===== config.mk =====
export PLATFORM = sky130hd
export DESIGN_NAME = text_renderer
export DESIGN_NICKNAME = d
export VERILOG_FILES = /design/src/rtl/text_renderer.sv
export SDC_FILE = /design/constraint.sdc
export NUM_CORES = 1
export LEC_CHECK = 0
export ABC_CLOCK_PERIOD_IN_PS = 2060
export BUFFER_PORTS_ARGS = -buffer_cell sky130_fd_sc_hd__buf_2
export CORE_MARGIN = 10
export CORE_UTILIZATION = 35
export DETAILED_ROUTE_END_ITERATION = 16
export HOLD_SLACK_MARGIN = 0.12
export PLACE_DENSITY = 0.57
export SETUP_SLACK_MARGIN = 0.05
export SLEW_MARGIN = 10
export SYNTH_ARGS = -nofsm -noshare
export SYNTH_HDL_FRONTEND = slang
export SYNTH_SLANG_ARGS = --single-unit

===== constraint.sdc =====
create_clock -name clk -period 2.06 [get_ports clk]
set_input_delay 0.309 -clock clk [delete_from_list [all_inputs] [get_ports clk]]
set_output_delay 0.309 -clock clk [all_outputs]
set_load 0.005 [all_outputs]

===== src/rtl/text_renderer.sv =====
// Character-cell text overlay: a 2x16 character buffer rendered through an
// external glyph ROM with a two-stage pixel pipeline, plus a write/clear FSM.
module text_renderer #(
  parameter int X0 = 32,
  parameter int Y0 = 64
) (
  input  logic       clk,
  input  logic       reset_n,
  input  logic [8:0] hpos,
  input  logic [8:0] vpos,
  input  logic       display_on,
  input  logic       ch_valid,
  input  logic [6:0] ch_data,
  output logic       ch_ready,
  input  logic       clear_req,
  output logic       busy,
  output logic [4:0] cursor,
  output logic [6:0] rom_digit,
  output logic [2:0] rom_yofs,
  input  logic [4:0] rom_bits,
  output logic       pixel
);

  localparam logic [6:0] SPACE = 7'h20;
  localparam logic [6:0] LF    = 7'h0A;
  localparam logic [9:0] X0_W  = 10'(X0);
  localparam logic [9:0] X1_W  = 10'(X0 + 128);
  localparam logic [9:0] Y0_W  = 10'(Y0);
  localparam logic [9:0] Y1_W  = 10'(Y0 + 16);
  localparam logic [8:0] X0_9  = 9'(X0);
  localparam logic [8:0] Y0_9  = 9'(Y0);

  typedef enum logic {IDLE, CLEAR} state_t;

  state_t     state_q, state_d;
  logic [4:0] cursor_q, cursor_d;
  logic [4:0] clr_idx_q, clr_idx_d;
  logic [6:0] buf_q [32];
  logic [6:0] buf_d [32];

  logic       vld_p1_q, vld_p1_d;
  logic [6:0] char_p1_q, char_p1_d;
  logic [2:0] gy_p1_q, gy_p1_d;
  logic [2:0] px_p1_q, px_p1_d;
  logic       pixel_p2_q, pixel_p2_d;

  logic [6:0] relx;
  logic [3:0] rely;
  logic       in_win;

  // Bit 4 of the ROM row is the leftmost pixel of the glyph.
  function automatic logic glyph_bit(input logic [4:0] bits, input logic [2:0] px);
    case (px)
      3'd0:    glyph_bit = bits[4];
      3'd1:    glyph_bit = bits[3];
      3'd2:    glyph_bit = bits[2];
      3'd3:    glyph_bit = bits[1];
      3'd4:    glyph_bit = bits[0];
      default: glyph_bit = 1'b0;
    endcase
  endfunction

  always_comb begin
    relx   = 7'(hpos - X0_9);
    rely   = 4'(vpos - Y0_9);
    in_win = ({1'b0, hpos} >= X0_W) && ({1'b0, hpos} < X1_W) &&
             ({1'b0, vpos} >= Y0_W) && ({1'b0, vpos} < Y1_W);

    // stage 1: buffer lookup and window qualification
    vld_p1_d  = in_win & display_on;
    char_p1_d = buf_q[{rely[3], relx[6:3]}];
    gy_p1_d   = rely[2:0];
    px_p1_d   = relx[2:0];

    // stage 2: glyph bit select, blanking the gutter outside the 5x5 glyph
    pixel_p2_d = vld_p1_q & (gy_p1_q < 3'd5) & (px_p1_q < 3'd5) &
                 glyph_bit(rom_bits, px_p1_q);
  end

  always_comb begin
    state_d   = state_q;
    cursor_d  = cursor_q;
    clr_idx_d = clr_idx_q;
    buf_d     = buf_q;
    ch_ready  = (state_q == IDLE) & ~clear_req;
    busy      = (state_q == CLEAR);
    case (state_q)
      IDLE: begin
        if (clear_req) begin
          state_d   = CLEAR;
          clr_idx_d = 5'd0;
        end else if (ch_valid) begin
          if (ch_data == LF) begin
            cursor_d = {~cursor_q[4], 4'b0000};
          end else begin
            buf_d[cursor_q] = ch_data;
            cursor_d        = cursor_q + 5'd1;
          end
        end
      end
      CLEAR: begin
        buf_d[clr_idx_q] = SPACE;
        clr_idx_d        = clr_idx_q + 5'd1;
        if (clr_idx_q == 5'd31) begin
          state_d  = IDLE;
          cursor_d = 5'd0;
        end
      end
      default: state_d = IDLE;
    endcase
  end

  always_ff @(posedge clk or negedge reset_n) begin
    if (!reset_n) begin
      state_q    <= IDLE;
      cursor_q   <= 5'd0;
      clr_idx_q  <= 5'd0;
      for (int i = 0; i < 32; i++) buf_q[i] <= SPACE;
      vld_p1_q   <= 1'b0;
      char_p1_q  <= SPACE;
      gy_p1_q    <= 3'd0;
      px_p1_q    <= 3'd0;
      pixel_p2_q <= 1'b0;
    end else begin
      state_q    <= state_d;
      cursor_q   <= cursor_d;
      clr_idx_q  <= clr_idx_d;
      buf_q      <= buf_d;
      vld_p1_q   <= vld_p1_d;
      char_p1_q  <= char_p1_d;
      gy_p1_q    <= gy_p1_d;
      px_p1_q    <= px_p1_d;
      pixel_p2_q <= pixel_p2_d;
    end
  end

  assign cursor    = cursor_q;
  assign rom_digit = char_p1_q;
  assign rom_yofs  = gy_p1_q;
  assign pixel     = pixel_p2_q;

endmodule


Yosys cells after proc, flatten, opt, wreduce, memory -nomap -nowiden
Index checks and enable logic that the tools add are counted. Widths: inputs -> output; s select.

Reductions and logical operators: 8. Eq/ne operators: 11. Mux-type cells: 23. Bitwise logic cells: 14. Add/subtract/negate cells: 4. Order comparisons: 11.

Operators by type and width (number): $mux 224 (3); $pmux 224 s2 (1); $bwmux 224 (1); $and 192x192->192 (1); $not 192->192 (1); $demux 7 s5 (2); $bmux 7 s5 (1); $or 32x32->32 (1); $mux 7 (4); $mux 5 (5); $pmux 5 s2 (2); $ge 6x6->1 const B (3); $not 5->6 (3); $lt 6x1->1 const B (2); $add 5x1->5 const B (2); $ge 9x6->1 const B (1); $ge 9x7->1 const B (1); $lt 9x7->1 const B (1); $lt 9x8->1 const B (1); $ne 2x2->1 const B (4); $eq 7x4->1 const B (1); $sub 7x6->7 const B (1); $eq 3x2->1 const B (2); $lt 3x3->1 const B (2); 13 further kinds (25).

Output and inout bits: 18. Word-level logic and storage cells: 111. Bits in registers: 250. Input bits: 35.

Depth between registers and ports, before layout
Word-level depth: 10. Depth in mapped cells: 7. Gate-level depth less buffers: 6.

Least setup slack after synthesis
Ideal clock, no wire load.

Kind: input port to flip-flop. Start: in hpos[5]. End: reg char_p1_q[0] (netlist: rom_digit[0]). Buffers on the path: 2. Slack: -84 ps. Stages on the path: 5. Setup time: 125 ps. Arrival time: 2019 ps. Required time: 1935 ps. Cells stage by stage: clkbuf_1 > clkbuf_1 > mux4_2 > mux4_2 > mux2_2.

Word-level cells in the longest chain between the ends: 5.

RTL lines: from (decl) (line 9) `input logic [8:0] hpos,`; $sub 7x6->7 (line 64) `relx = 7'(hpos - X0_9);`; $not 5->6 (implied by the code) (line 71) `char_p1_d = buf_q[{rely[3], relx[6:3]}];`; $bmux 7 s5 (line 71); $mux 7 (implied by the code) (2 in a row) (line 71); via char_p1_d[0] (line 42) `logic [6:0] char_p1_q, char_p1_d;`; to (signal assigned) (line 130) `char_p1_q <= char_p1_d;`; to (decl) (line 42).

The timed path passes the listed nets, and every way through them passes these cells. The select of a mux whose other input is x is not followed. A chain may end at the register's enable or synchronous reset.

Final worst setup path
Start: reg cursor_q[3] (netlist: cursor[3]). End: reg buf_q[219] (netlist name).

Word-level cells in the longest chain between the ends: 10. Elaborated cells between the ends (all ways): 11. Classes of those cells: 2 x order compare; 7 x mux; 1 x bitwise; 1 x reduce/logical.

RTL lines: from (decl) (line 36) `logic [4:0] cursor_q, cursor_d;`; from (signal assigned) (line 126) `cursor_q <= cursor_d;`; $not 5->6 (implied by the code) (*) (line 96) `buf_d[cursor_q] = ch_data;`; $ge 6x6->1 (implied by the code) / $lt 6x1->1 (equally long branches) (line 96); $logic_and 1x1->1 (implied by the code) (line 96); $mux 7 (implied by the code) (line 96); $demux 7 s5 (*) (line 96); $bwmux 224 (*) (line 96); $mux 224 (*) (line 93) `if (ch_data == LF) begin`; $mux 224 (*) (line 92) `end else if (ch_valid) begin`; $mux 224 (*) (line 89) `if (clear_req) begin`; $pmux 224 s2 (*) (line 87) `case (state_q)`; to (signal assigned) (line 128) `buf_q <= buf_d;`; to (decl) (line 38) `logic [6:0] buf_q [32];`.

Mark *: on every way between the ends. The rest lies on a longest branch, timed or not. The select of a mux whose other input is x is not followed.

==> flow_summary.yaml <==
layout:
  area_growth_pct: 22.0
  post-route-util: 0.436
  num_antenna_cells: 0
  nNetsFinal: 1360
  drive_gt1_frac: 0.239
grt:
  grt_pass1_vias: 9491
  antenna_found_initial: 0
  grt_max_degree: 94
  grt_overflow: 0
  gr-usage-all-layers: 0.168
  grt_first_pass_wirelength_um: 58100
die:
  io_pins: 53
  start_util: 0.357
  die_x_um: 208
  die_y_um: 208
  core_mm2: 0.0347
  die-area_mm2: 0.0434
  rows: 68
clock_network:
  cts_tree: "built"
  clock_latency_ns: 0.54
  postCtsSetupBuffers: 0
  clock_path_buffers: 3
  numCtsBuffers: 28
  cts_sinks: 250
  clkTransAtPathRegs_ns: 0.06
  cts_root_buf: "clkbuf_16"
  h-tree-depth: 1
routing:
  viasPerCell: 5.34
  num_vias: 9567
  drtPass1Iterations: 6
  finalWirelength_um: 37300
  remaining_drc_errors: 0
  antenna_left: 0
  wl_per_cell_um: 20.8
  first_iter_violations: 809
timing:
  period_needed_ns: 1.94
  hold_slack_ns: 0.165
  hold_viol: 0
  setup_ws_ns: 0.115
  slew_headroom: 0.615
  fin_setup_tns_ns: 0
  rsz0062_at_grt: "true"
  worstMarginPinSlew_ns: 0.577
  period_share: 0.944
  report.final.slew_viol_count: 0
  finalSetupViolCount: 0
  fmax_mhz: 514
  fin_skew_ns: 0.00507
power:
  swShare: 0.333
  vdd_ir_drop_max_mv: 0.669
  p_sw_mw: 6.19
  p_seq_frac: 0.459
  p_leak_nw: 6.36
  pwr-share-clk: 0.280
  p_int_mw: 12.4
  combPwrFrac: 0.261
  p_per_area_mw_per_mm2: 1230
worst_setup_path:
  endpoint_kind: "register"
  critical_path_class: "register to register"
  path_cells: "nor3_1 -> o2111a_1 -> buf_4 -> o21ai_1"
  cp_slowest_cell: "o2111a_1"
  crit_path_start_kind: "register"
  cp_num_buf_inv: 1
  rrSetupSlack_ns: 0.12
  cp_top_family: "compound AO/OA/AOI/OAI gates"
  crit_required_ns: 2.49
  reg2reg_to: "buf_q[219]$_DFFE_PN0P_"
  slowest_delay_ns: 0.59
  critPathMaxFanout: 13
  cp.arrival_ns: 2.37
  reg2reg_depth: 4
  cp.depth: 4
  r2r-start: "cursor[3]$_DFFE_PN0P_"
synthesis:
  synth.avg_cell_area_um2: 10.3
  yosys.cell_count.top_type: "nand2_1"
  netlist_area_mm2: 0.0124
  synth_async_sr_flop_share: 1.00
  synth_top_cell_by_area: "dfrtp_1"
  synth-main-ff-cell: "dfrtp_1"
  seq_area_frac_synth: 0.508
  synth.area.top_cells: "dfrtp_1, mux4_2, nand2_1"
  synth.top_cell.area_share: 0.438
  ys_ff_latch: 250
  synth_edf_count: 0
  synth_common_cells: "nand2_1, dfrtp_1, o21ai_1, mux4_2, nor3b_1"
  syn_inst: 1203
  ys_types: 45
  yosysWarningCount: 0
  synth_nets: 1248
placed_design:
  hpwlAfterDp_um: 26200
  port_buffers: 52
  pre_cts_slack_ns: -0.134
  routabilityCongestion: 0.889
worst_hold_path:
  min_path_cells: 4
  min_from: "ch_valid"
  whs_endpoint: "cursor[1]$_DFFE_PN0P_"
  hp-class: "primary input to register"
status:
  status: "finished, final reports clean"
run:
  max-cap-violations: 0
## per-layer routing
layer | track usage | routed length, um | share of wire
met5 | 0 | 0 | 0
met3 | 0.0184 | 2110 | 0.056
met2 | 0.256 | 16800 | 0.45
met4 | 0.0598 | 1220 | 0.033
met1 | 0.240 | 17200 | 0.46
## registers in the layout (all words and copies together), names as in the netlist
register   cells
buf_q        224
busy           1
clr_idx_q      5
cursor         5
pixel          1
px_p1_q        3
rom_digit      7
rom_yofs       3
vld_p1_q       1
## worst min-delay path, stage by stage
cell and delay, ns:
buf_2 0.09, nand2_1 0.11, nand3_1 0.11, nand2_1 0.05
## metrics by stage
step           instance area, um^2  power, mW  std cells
2_1_floorplan                12400       10.9       1203
3_3_place_gp                 14000       13.3       1725
3_5_place_dp                 14000       13.4       1725
4_1_cts                      15100       18.6       1792
5_1_grt                      15100       19.6       1792
6_report                     15100       18.6       1792
## timing repair
action,in CTS,in global routing
hold buffers,15,0
hold endpoints to repair,233,0
setup endpoints to repair,2,15
resized for setup,1,2
## power groups by stage
| stage | Clock [mW] | Sequential, mW | Combinational, mW |
|---|---|---|---|
| 2_1_floorplan | 0 | 7.53 | 3.41 |
| 3_3_place_gp | 0 | 8.65 | 4.62 |
| 3_5_place_dp | 0 | 8.53 | 4.85 |
| 4_1_cts | 5.28 | 8.49 | 4.87 |
| 5_1_grt | 5.48 | 8.70 | 5.41 |
| 6_report | 5.20 | 8.53 | 4.85 |
## kinds of logic after synthesis
logic type	synth area share
compound gates	0.122
flops	0.508
mux	0.160
xor+xnor	0.000706
simple gates	0.161
buf+inv	0.0383
fa+ha+maj	0.0101
## cell type report
| type | instances | area (um^2) |
|---|---|---|
| Fill cell | 3273 | 19600 |
| Sequential cell | 250 | 6300 |
| Multi-Input combinational cell | 845 | 5650 |
| Timing Repair Buffer | 175 | 1600 |
| Clock buffer | 44 | 842 |
| Tap cell | 455 | 569 |
| Clock inverter | 8 | 118 |
| Inverter | 15 | 56.3 |
## placed cells by master, fill, tap and decap left out, drive strengths merged, types with 4 or more instances in the layout
cell type      n
a21oi         35
and3b          5
o21ai        176
dlygate4sd3   15
mux2           8
mux2i         30
o211ai         4
and2           4
clkbuf        44
nand3          5
dfrtp        217
clkinv         4
nor3b         37
dfstp         33
ha            10
buf          160
nand2        394
inv           15
nor2           8
mux4          71
nor3           4
o2111a        28
## how the worst max path moves through the flow
stage,from,slack [ns],end
after floorplan,hpos[4],0.1,rom_digit[0]$_DFF_PN0_
after global placement,hpos[4],-0.1,rom_digit[6]$_DFF_PN0_
after detailed placement,hpos[4],-0.13,rom_digit[1]$_DFF_PN0_
after CTS,cursor[0]$_DFFE_PN0P_,0.11,buf_q[139]$_DFFE_PN0P_
after global routing,cursor[3]$_DFFE_PN0P_,-0.0006,buf_q[218]$_DFFE_PN0P_
final,cursor[3]$_DFFE_PN0P_,0.12,buf_q[219]$_DFFE_PN0P_
Note: power is estimated with default switching activity, not from simulation.
